**src/rtl/slice_seq_pkg.sv**
```systemverilog
// Shared definitions for the slice stage sequencer.
//   state_t          : sequencer FSM states (IDLE, RUN)
//   FIELD_W          : width of each per-stage field in STAGE_DELAY / STAGE_CPB
//   DEF_STAGE_DELAY  : default start offsets (stage0 = DC VLC, stage1 = AC VLC)
//   DEF_STAGE_CPB    : default window cycles per block
package slice_seq_pkg;

    localparam int FIELD_W = 16;

    typedef enum logic {
        IDLE = 1'b0,
        RUN  = 1'b1
    } state_t;

    localparam logic [2*FIELD_W-1:0] DEF_STAGE_DELAY = {16'd54, 16'd10};
    localparam logic [2*FIELD_W-1:0] DEF_STAGE_CPB   = {16'd63, 16'd1};

endpackage

```
**src/rtl/slice_stage_window.sv**
```systemverilog
// Per-stage window decoder. Purely combinational on registered inputs so the
// outputs are glitch-free relative to the clock.
// Ports:
//   run       in   sequencer is in RUN
//   beg       in   registered window start B_s
//   fin       in   registered window end E_s (exclusive)
//   count     in   global sequence counter
//   active    out  B_s <= count < E_s while running
//   flush     out  count == E_s while running (cycle after the window)
//   local_cnt out  count - B_s inside the window, else 0
module slice_stage_window #(
    parameter int CNT_W = 32
) (
    input  logic             run,
    input  logic [CNT_W-1:0] beg,
    input  logic [CNT_W-1:0] fin,
    input  logic [CNT_W-1:0] count,
    output logic             active,
    output logic             flush,
    output logic [CNT_W-1:0] local_cnt
);

    assign active    = run && (count >= beg) && (count < fin);
    assign flush     = run && (count == fin);
    assign local_cnt = active ? (count - beg) : '0;

endmodule

```
**src/rtl/slice_stage_sequencer.sv**
```systemverilog
// Per-slice stage sequencer. A start pulse in IDLE latches the slice block
// count, precomputes every stage window [B_s, E_s) and the run length END,
// then runs a global counter from 0 to END before returning to IDLE.
// Ports:
//   clock          in   rising-edge clock
//   reset          in   asynchronous active-high reset
//   start          in   start request, sampled only in IDLE
//   block_num      in   blocks in the slice, latched on accepted start
//   abort          in   (SLICE_SEQ_ABORT_EN only) leave RUN on next edge
//   busy           out  state is RUN
//   done           out  last RUN cycle (seq_counter == END)
//   seq_counter    out  global counter, 0 in IDLE
//   stage_active   out  per-stage window active
//   stage_flush    out  per-stage pulse on the cycle after the window
//   stage_counter  out  per-stage local count, 0 outside the window
// Optional feature macro: SLICE_SEQ_ABORT_EN adds the abort port.
module slice_stage_sequencer
    import slice_seq_pkg::*;
#(
    parameter int NUM_STAGES = 2,
    parameter int CNT_W      = 32,
    parameter int BLK_W      = 6,
    parameter logic [NUM_STAGES*FIELD_W-1:0] STAGE_DELAY = DEF_STAGE_DELAY,
    parameter logic [NUM_STAGES*FIELD_W-1:0] STAGE_CPB   = DEF_STAGE_CPB
) (
    input  logic                                 clock,
    input  logic                                 reset,
    input  logic                                 start,
    input  logic [BLK_W-1:0]                     block_num,
`ifdef SLICE_SEQ_ABORT_EN
    input  logic                                 abort,
`endif
    output logic                                 busy,
    output logic                                 done,
    output logic [CNT_W-1:0]                     seq_counter,
    output logic [NUM_STAGES-1:0]                stage_active,
    output logic [NUM_STAGES-1:0]                stage_flush,
    output logic [NUM_STAGES-1:0][CNT_W-1:0]     stage_counter
);

    // Worst-case window end over all stages at the largest block count.
    function automatic logic [63:0] worst_span();
        logic [63:0] w;
        logic [63:0] m;
        m = '0;
        for (int s = 0; s < NUM_STAGES; s++) begin
            w = 64'(STAGE_DELAY[s*FIELD_W +: FIELD_W])
              + (64'(STAGE_CPB[s*FIELD_W +: FIELD_W]) + 64'd1)
              * ((64'd1 << BLK_W) - 64'd1);
            if (w > m) m = w;
        end
        return m;
    endfunction

    localparam logic [63:0] WORST = worst_span();

    if (NUM_STAGES < 1 || NUM_STAGES > 8) begin : g_stage_range_err
        $error("slice_stage_sequencer: NUM_STAGES must be 1..8");
    end
    if (CNT_W < 64 && WORST >= (64'd1 << CNT_W)) begin : g_cnt_range_err
        $error("slice_stage_sequencer: CNT_W too narrow, counter would wrap");
    end

    state_t state, state_n;
    logic   run, load, leave;
    logic   abort_req;

    logic [NUM_STAGES-1:0][CNT_W-1:0] beg_q, fin_q, beg_n, fin_n;
    logic [CNT_W-1:0]                 end_q, end_n;

`ifdef SLICE_SEQ_ABORT_EN
    assign abort_req = abort;
`else
    assign abort_req = 1'b0;
`endif

    assign run  = (state == RUN);
    assign load = (state == IDLE) && start;

    // Window bounds for the incoming slice, computed from block_num directly
    // so they are ready to register on the accepting edge.
    always_comb begin
        beg_n = '0;
        fin_n = '0;
        end_n = '0;
        for (int s = 0; s < NUM_STAGES; s++) begin
            beg_n[s] = CNT_W'(STAGE_DELAY[s*FIELD_W +: FIELD_W]) + CNT_W'(block_num);
            fin_n[s] = beg_n[s]
                     + CNT_W'(STAGE_CPB[s*FIELD_W +: FIELD_W]) * CNT_W'(block_num);
            if (fin_n[s] > end_n) end_n = fin_n[s];
        end
    end

    // Next-state logic.
    always_comb begin
        state_n = state;
        leave   = 1'b0;
        case (state)
            IDLE: if (start) state_n = RUN;
            RUN: begin
                if (abort_req || (seq_counter == end_q)) begin
                    state_n = IDLE;
                    leave   = 1'b1;
                end
            end
            default: state_n = IDLE;
        endcase
    end

    always_ff @(posedge clock or posedge reset) begin
        if (reset) begin
            state <= IDLE;
        end else begin
            state <= state_n;
        end
    end

    always_ff @(posedge clock or posedge reset) begin
        if (reset) begin
            seq_counter <= '0;
            beg_q       <= '0;
            fin_q       <= '0;
            end_q       <= '0;
        end else if (load) begin
            seq_counter <= '0;
            beg_q       <= beg_n;
            fin_q       <= fin_n;
            end_q       <= end_n;
        end else if (run) begin
            seq_counter <= leave ? '0 : seq_counter + 1'b1;
        end
    end

    assign busy = run;
    assign done = run && (seq_counter == end_q);

    for (genvar s = 0; s < NUM_STAGES; s++) begin : g_stage
        slice_stage_window #(.CNT_W(CNT_W)) u_win (
            .run       (run),
            .beg       (beg_q[s]),
            .fin       (fin_q[s]),
            .count     (seq_counter),
            .active    (stage_active[s]),
            .flush     (stage_flush[s]),
            .local_cnt (stage_counter[s])
        );
    end

endmodule

```
**config.mk**
```make
export PLATFORM = sky130hd
export DESIGN_NAME = slice_stage_sequencer
export DESIGN_NICKNAME = d
export VERILOG_FILES = /design/src/rtl/slice_seq_pkg.sv /design/src/rtl/slice_stage_window.sv /design/src/rtl/slice_stage_sequencer.sv
export SDC_FILE = /design/constraint.sdc
export NUM_CORES = 1
export LEC_CHECK = 0
export ABC_CLOCK_PERIOD_IN_PS = 3700
export CORE_MARGIN = 4
export CORE_UTILIZATION = 25
export DETAILED_ROUTE_END_ITERATION = 16
export GPL_ROUTABILITY_DRIVEN = 0
export PLACE_DENSITY = 0.47
export SKIP_LAST_GASP = 1
export SLEW_MARGIN = 20
export SYNTH_ARGS = -nofsm -noshare
export SYNTH_HDL_FRONTEND = slang
export SYNTH_SLANG_ARGS = --single-unit
export TNS_END_PERCENT = 100
```
**constraint.sdc**
```tcl
create_clock -name clock -period 3.7 [get_ports clock]
set_clock_uncertainty 0.2 [all_clocks]
set_input_delay 0.74 -clock clock [delete_from_list [all_inputs] [get_ports clock]]
set_output_delay 0.74 -clock clock [all_outputs]
set_load 0.03 [all_outputs]
```
==> impl_metrics.tcl <==
set metrics [dict create \
    layout_area_overhead_pct 63.3 \
    power.net_switching_mw 3.52 \
    met2RoutedLength_mm 13.7 \
    outcome "finished, violations left" \
    finalPower_mw 7.94 \
    timing_max_transition_violations_final 0 \
    cp_max_fo 7 \
    final_clock_period_utilization_by_the_worst_path_pct 143 \
    layout_commonest_cell "buf_4" \
    die-area_um2 32800 \
    core-area_um2 29600 \
    routed_wire_length_per_instance_um 16.7 \
    ctsHoldBuffers 0 \
    worst_slew_margin_rel_pct 54.8 \
    combPwrFrac_pct 73.4 \
    grt_first_pass_wirelength_mm 43.1 \
    cts.sinks 76 \
    drt.antenna.violating_nets 0 \
    cp-end-kind "register" \
    remaining_drc_errors 0 \
    clock_power_share_pct 11.4 \
    timing.max_cap.violations 0 \
    design.final.nets 1340 \
    synth.top_cell.area_share_pct 25.4 \
    worstMarginPinSlew_ps 677 \
    synth_edf_count 0 \
    buffer_ports.inserted 110 \
    worst_path_max_delay_cell "fa_2" \
    clockBufferDepth 2 \
    netlist_top_cells_area "dfrtp_1 (25%), ha_1 (13%), o21ai_0 (5.7%), a21oi_1 (5.3%), nor2_1 (5.1%)" \
    achievable-frequency_ghz 0.189 \
    floorplan.die.width_um 181 \
    detailed_router_iteration_count_before_antenna_repair 5 \
    dominantRegCellSynth "dfrtp_1" \
    hold_end "fin_q[6]" \
    drt-initial-drc-count 342 \
    tritoncts_clock_tree "built" \
    initial_utilization_pct 25.3 \
    failed_checks "negative setup slack" \
    worst_setup_path_start_kind "primary input" \
    netlist_area_um2 7490 \
    holdPathStages 1 \
    final_hold_vios 0 \
    layout_setup_ws_ps -1580 \
    worst_hold_startpoint "fin_q[6]" \
    crit_type "in2reg" \
    post_drt_via_cell_ratio 4.71 \
    path_cells "buf_8, fa_2, fa_1, fa_1, inv_1, fa_1, inv_2, ha_4, o211ai_1, o21ai_1, xor2_1, ha_1, o21ai_1, o21bai_1, o22ai_1, nand4b_1, a2111oi_4, buf_6, mux2i_2, a21oi_1" \
    worst_skew_pair.late_latency_ps 350 \
    p_leak_nw 5.42 \
    sequential_share_of_power_pct 15.2 \
    fin_crit_ps 5280 \
    clockRootBuffer "clkbuf_16" \
    tritoncts.num_buffers 9 \
    fin_cells 1630 \
    timing.critical_path.mode_cell "fa_1" \
    r2r_slack_ps 740 \
    synth.largest_area_cell "dfrtp_1" \
    synth.distinct_cells 66 \
    setup_repair_after_global_routing_missed_its_margin "yes" \
    ys_seq_elements 76 \
    post_synth_xor_area_fraction_pct 7.37 \
    holdCritPathClass "reg2reg" \
    r2r_end "seq_counter[31]" \
    placementRows 63 \
    post_synth_fa_ha_maj_area_fraction_pct 17.7 \
    vdd_drop_max_uv 361 \
    met3_wirelength_um 997 \
    grt_overflow 0 \
    finalSetupViolations 86 \
    antenna_found_initial 0 \
    antenna_cells 0 \
    p_per_area_nw_per_um2 649 \
    detailroute.via_count 7679 \
    synthSimpleGateAreaFrac_pct 21.0 \
    grt.total_usage_pct 16.2 \
    power_switching_share_pct 44.4 \
    wl_met1_mm 11.9 \
    vias_in_the_first_global_route 7793 \
    dpl.hpwl_mm 21.4 \
    clock_tree.htree_level_count 3 \
    synth_area_per_cell_um2 7.92 \
    postSynthNetCount 1051 \
    layout.cells.most_common_list "buf_4 (185), buf_6 (83)" \
    maximum_number_of_pins_on_one_net_before_global_route_repair 44 \
    regToRegStartpoint "seq_counter[10]" \
    synth_top_family_by_area "simple AND/OR/NAND/NOR gates" \
    async_flop_share_pct 100 \
    share_of_synthesized_area_occupied_by_flip_flops_and_latches_pct 25.4 \
    synth_mux_area_share_pct 1.35 \
    synth_compound_area_share_pct 19.3 \
    cell_internal_pwr_mw 4.41 \
    fillCellCount 2954 \
    clk_pin_slew_worst_paths_ps 60 \
    pre_cts_slack_ps -2400 \
    critical_path.max_stage_delay_ps 610 \
    place_inst 1579 \
    drt_wl_total_mm 27.2 \
    drive_gt1_share_pct 39.4 \
    die_ht_um 181 \
    worst-endpoint-required_ps 3720 \
    cell_count_of_the_worst_reg_to_reg_path 12 \
    worstPathArrival_ps 5300 \
    top_signal_layer_used "met4" \
    gate_count_post_synth 946 \
    ioPinCount 111 \
    synthesis_warning_total 0 \
]
sequential cells by signal (all words and copies together), names as in the netlist:
| signal | cells |
|---|---|
| beg_q | 12 |
| seq_counter | 32 |
| fin_q | 19 |
| busy | 1 |
| end_q | 12 |
worst max path at each step:
stage            startpoint  endpoint  slack [ps]  cells past startpoint
2_1_floorplan  block_num[5]  end_q[1]       -1740                     18
3_3_place_gp   block_num[5]  end_q[7]       -2260                     20
3_5_place_dp   block_num[5]  end_q[3]       -2400                     20
4_1_cts        block_num[3]  end_q[3]       -1740                     20
5_1_grt        block_num[4]  end_q[3]       -1790                     20
6_report       block_num[4]  end_q[3]       -1580                     20
through the flow:
step	area, µm²	utilization [%]	hold slack (ps)	TNS [ps]
after global routing	12200	41.4	311	-37620
after global placement	10500	35.4	261	-37730
final	12200	41.4	276	-28500
after detailed placement	10500	35.4	266	-39170
after CTS	11900	40.4	279	-27360
after floorplan	7740	-	249	-20150
what timing repair did:
action / CTS / global route
setup endpoints to repair: 90 / 89
setup buffers: 38 / 9
pin swaps: 78 / 64
gates resized for setup: 236 / 98
cloned: 6 / 0
cell usage after synthesis, drive strengths merged (2+ instances only):
master and instances:
nand2 76, a21o 18, a21oi 79, o21a 7
o21ai 86, xor2 35, o22ai 2, and3 13
and4 5, o211ai 3, o21ba 2, o41ai 5
or2 3, o21bai 3, nor4 11, fa 17
xnor2 28, a211o 2, nand3 26, nor3b 8
mux2i 9, clkbuf 45, buf 10, nor2 103
a211oi 3, ha 79, nand4 10, nor3 21
o31ai 14, or3 8, o211a 2, nand3b 2
nor2b 12, nand2b 9, inv 84, dfrtp 76
a31oi 7, and2 8
cell families after synthesis:
group	after synthesis
and+or+nand+nor	322
xor gates and xnor gates	63
muxes	10
DFF	76
buffers and inverters	139
AOI/OAI and AO/OA	240
adders and majority gates	96
critical path: cells and delay by family:
| kind | cells | cell delay, ps |
|---|---|---|
| fa+ha+maj | 6 | 2600 |
| compound gates | 7 | 950 |
| buf+inv | 4 | 400 |
| xor+xnor | 1 | 240 |
| mux | 1 | 200 |
| simple gates | 1 | 170 |
metal layers:
metal | GRT usage, % | vias to the layer above
met5 | 0 | -
met4 | 4.14 | 0
met3 | 2.23 | 35
met2 | 29.0 | 157
met1 | 20.5 | 3664
li1 | - | 3823
layout make-up:
class                   count  area, µm²  area share, %
clock inverters             6       72.6          0.593
clock buffers              10        229           1.87
well taps                 390        488           3.99
inverters                  84        322           2.63
multi-input cells         731       6000           49.1
repair buffers            333       3210           26.3
flip-flops and latches     76       1910           15.6
power groups by stage:
stage / Sequential, mW / Clock, mW / Combinational [mW]
finish: 1.21 / 0.905 / 5.83
global route: 1.23 / 0.960 / 6.41
CTS: 1.21 / 0.926 / 5.71
detailed placement: 1.22 / 0 / 4.83
global placement: 1.22 / 0 / 4.79
floorplan: 1.29 / 0 / 2.84
Note: power is estimated with default switching activity, not from simulation.
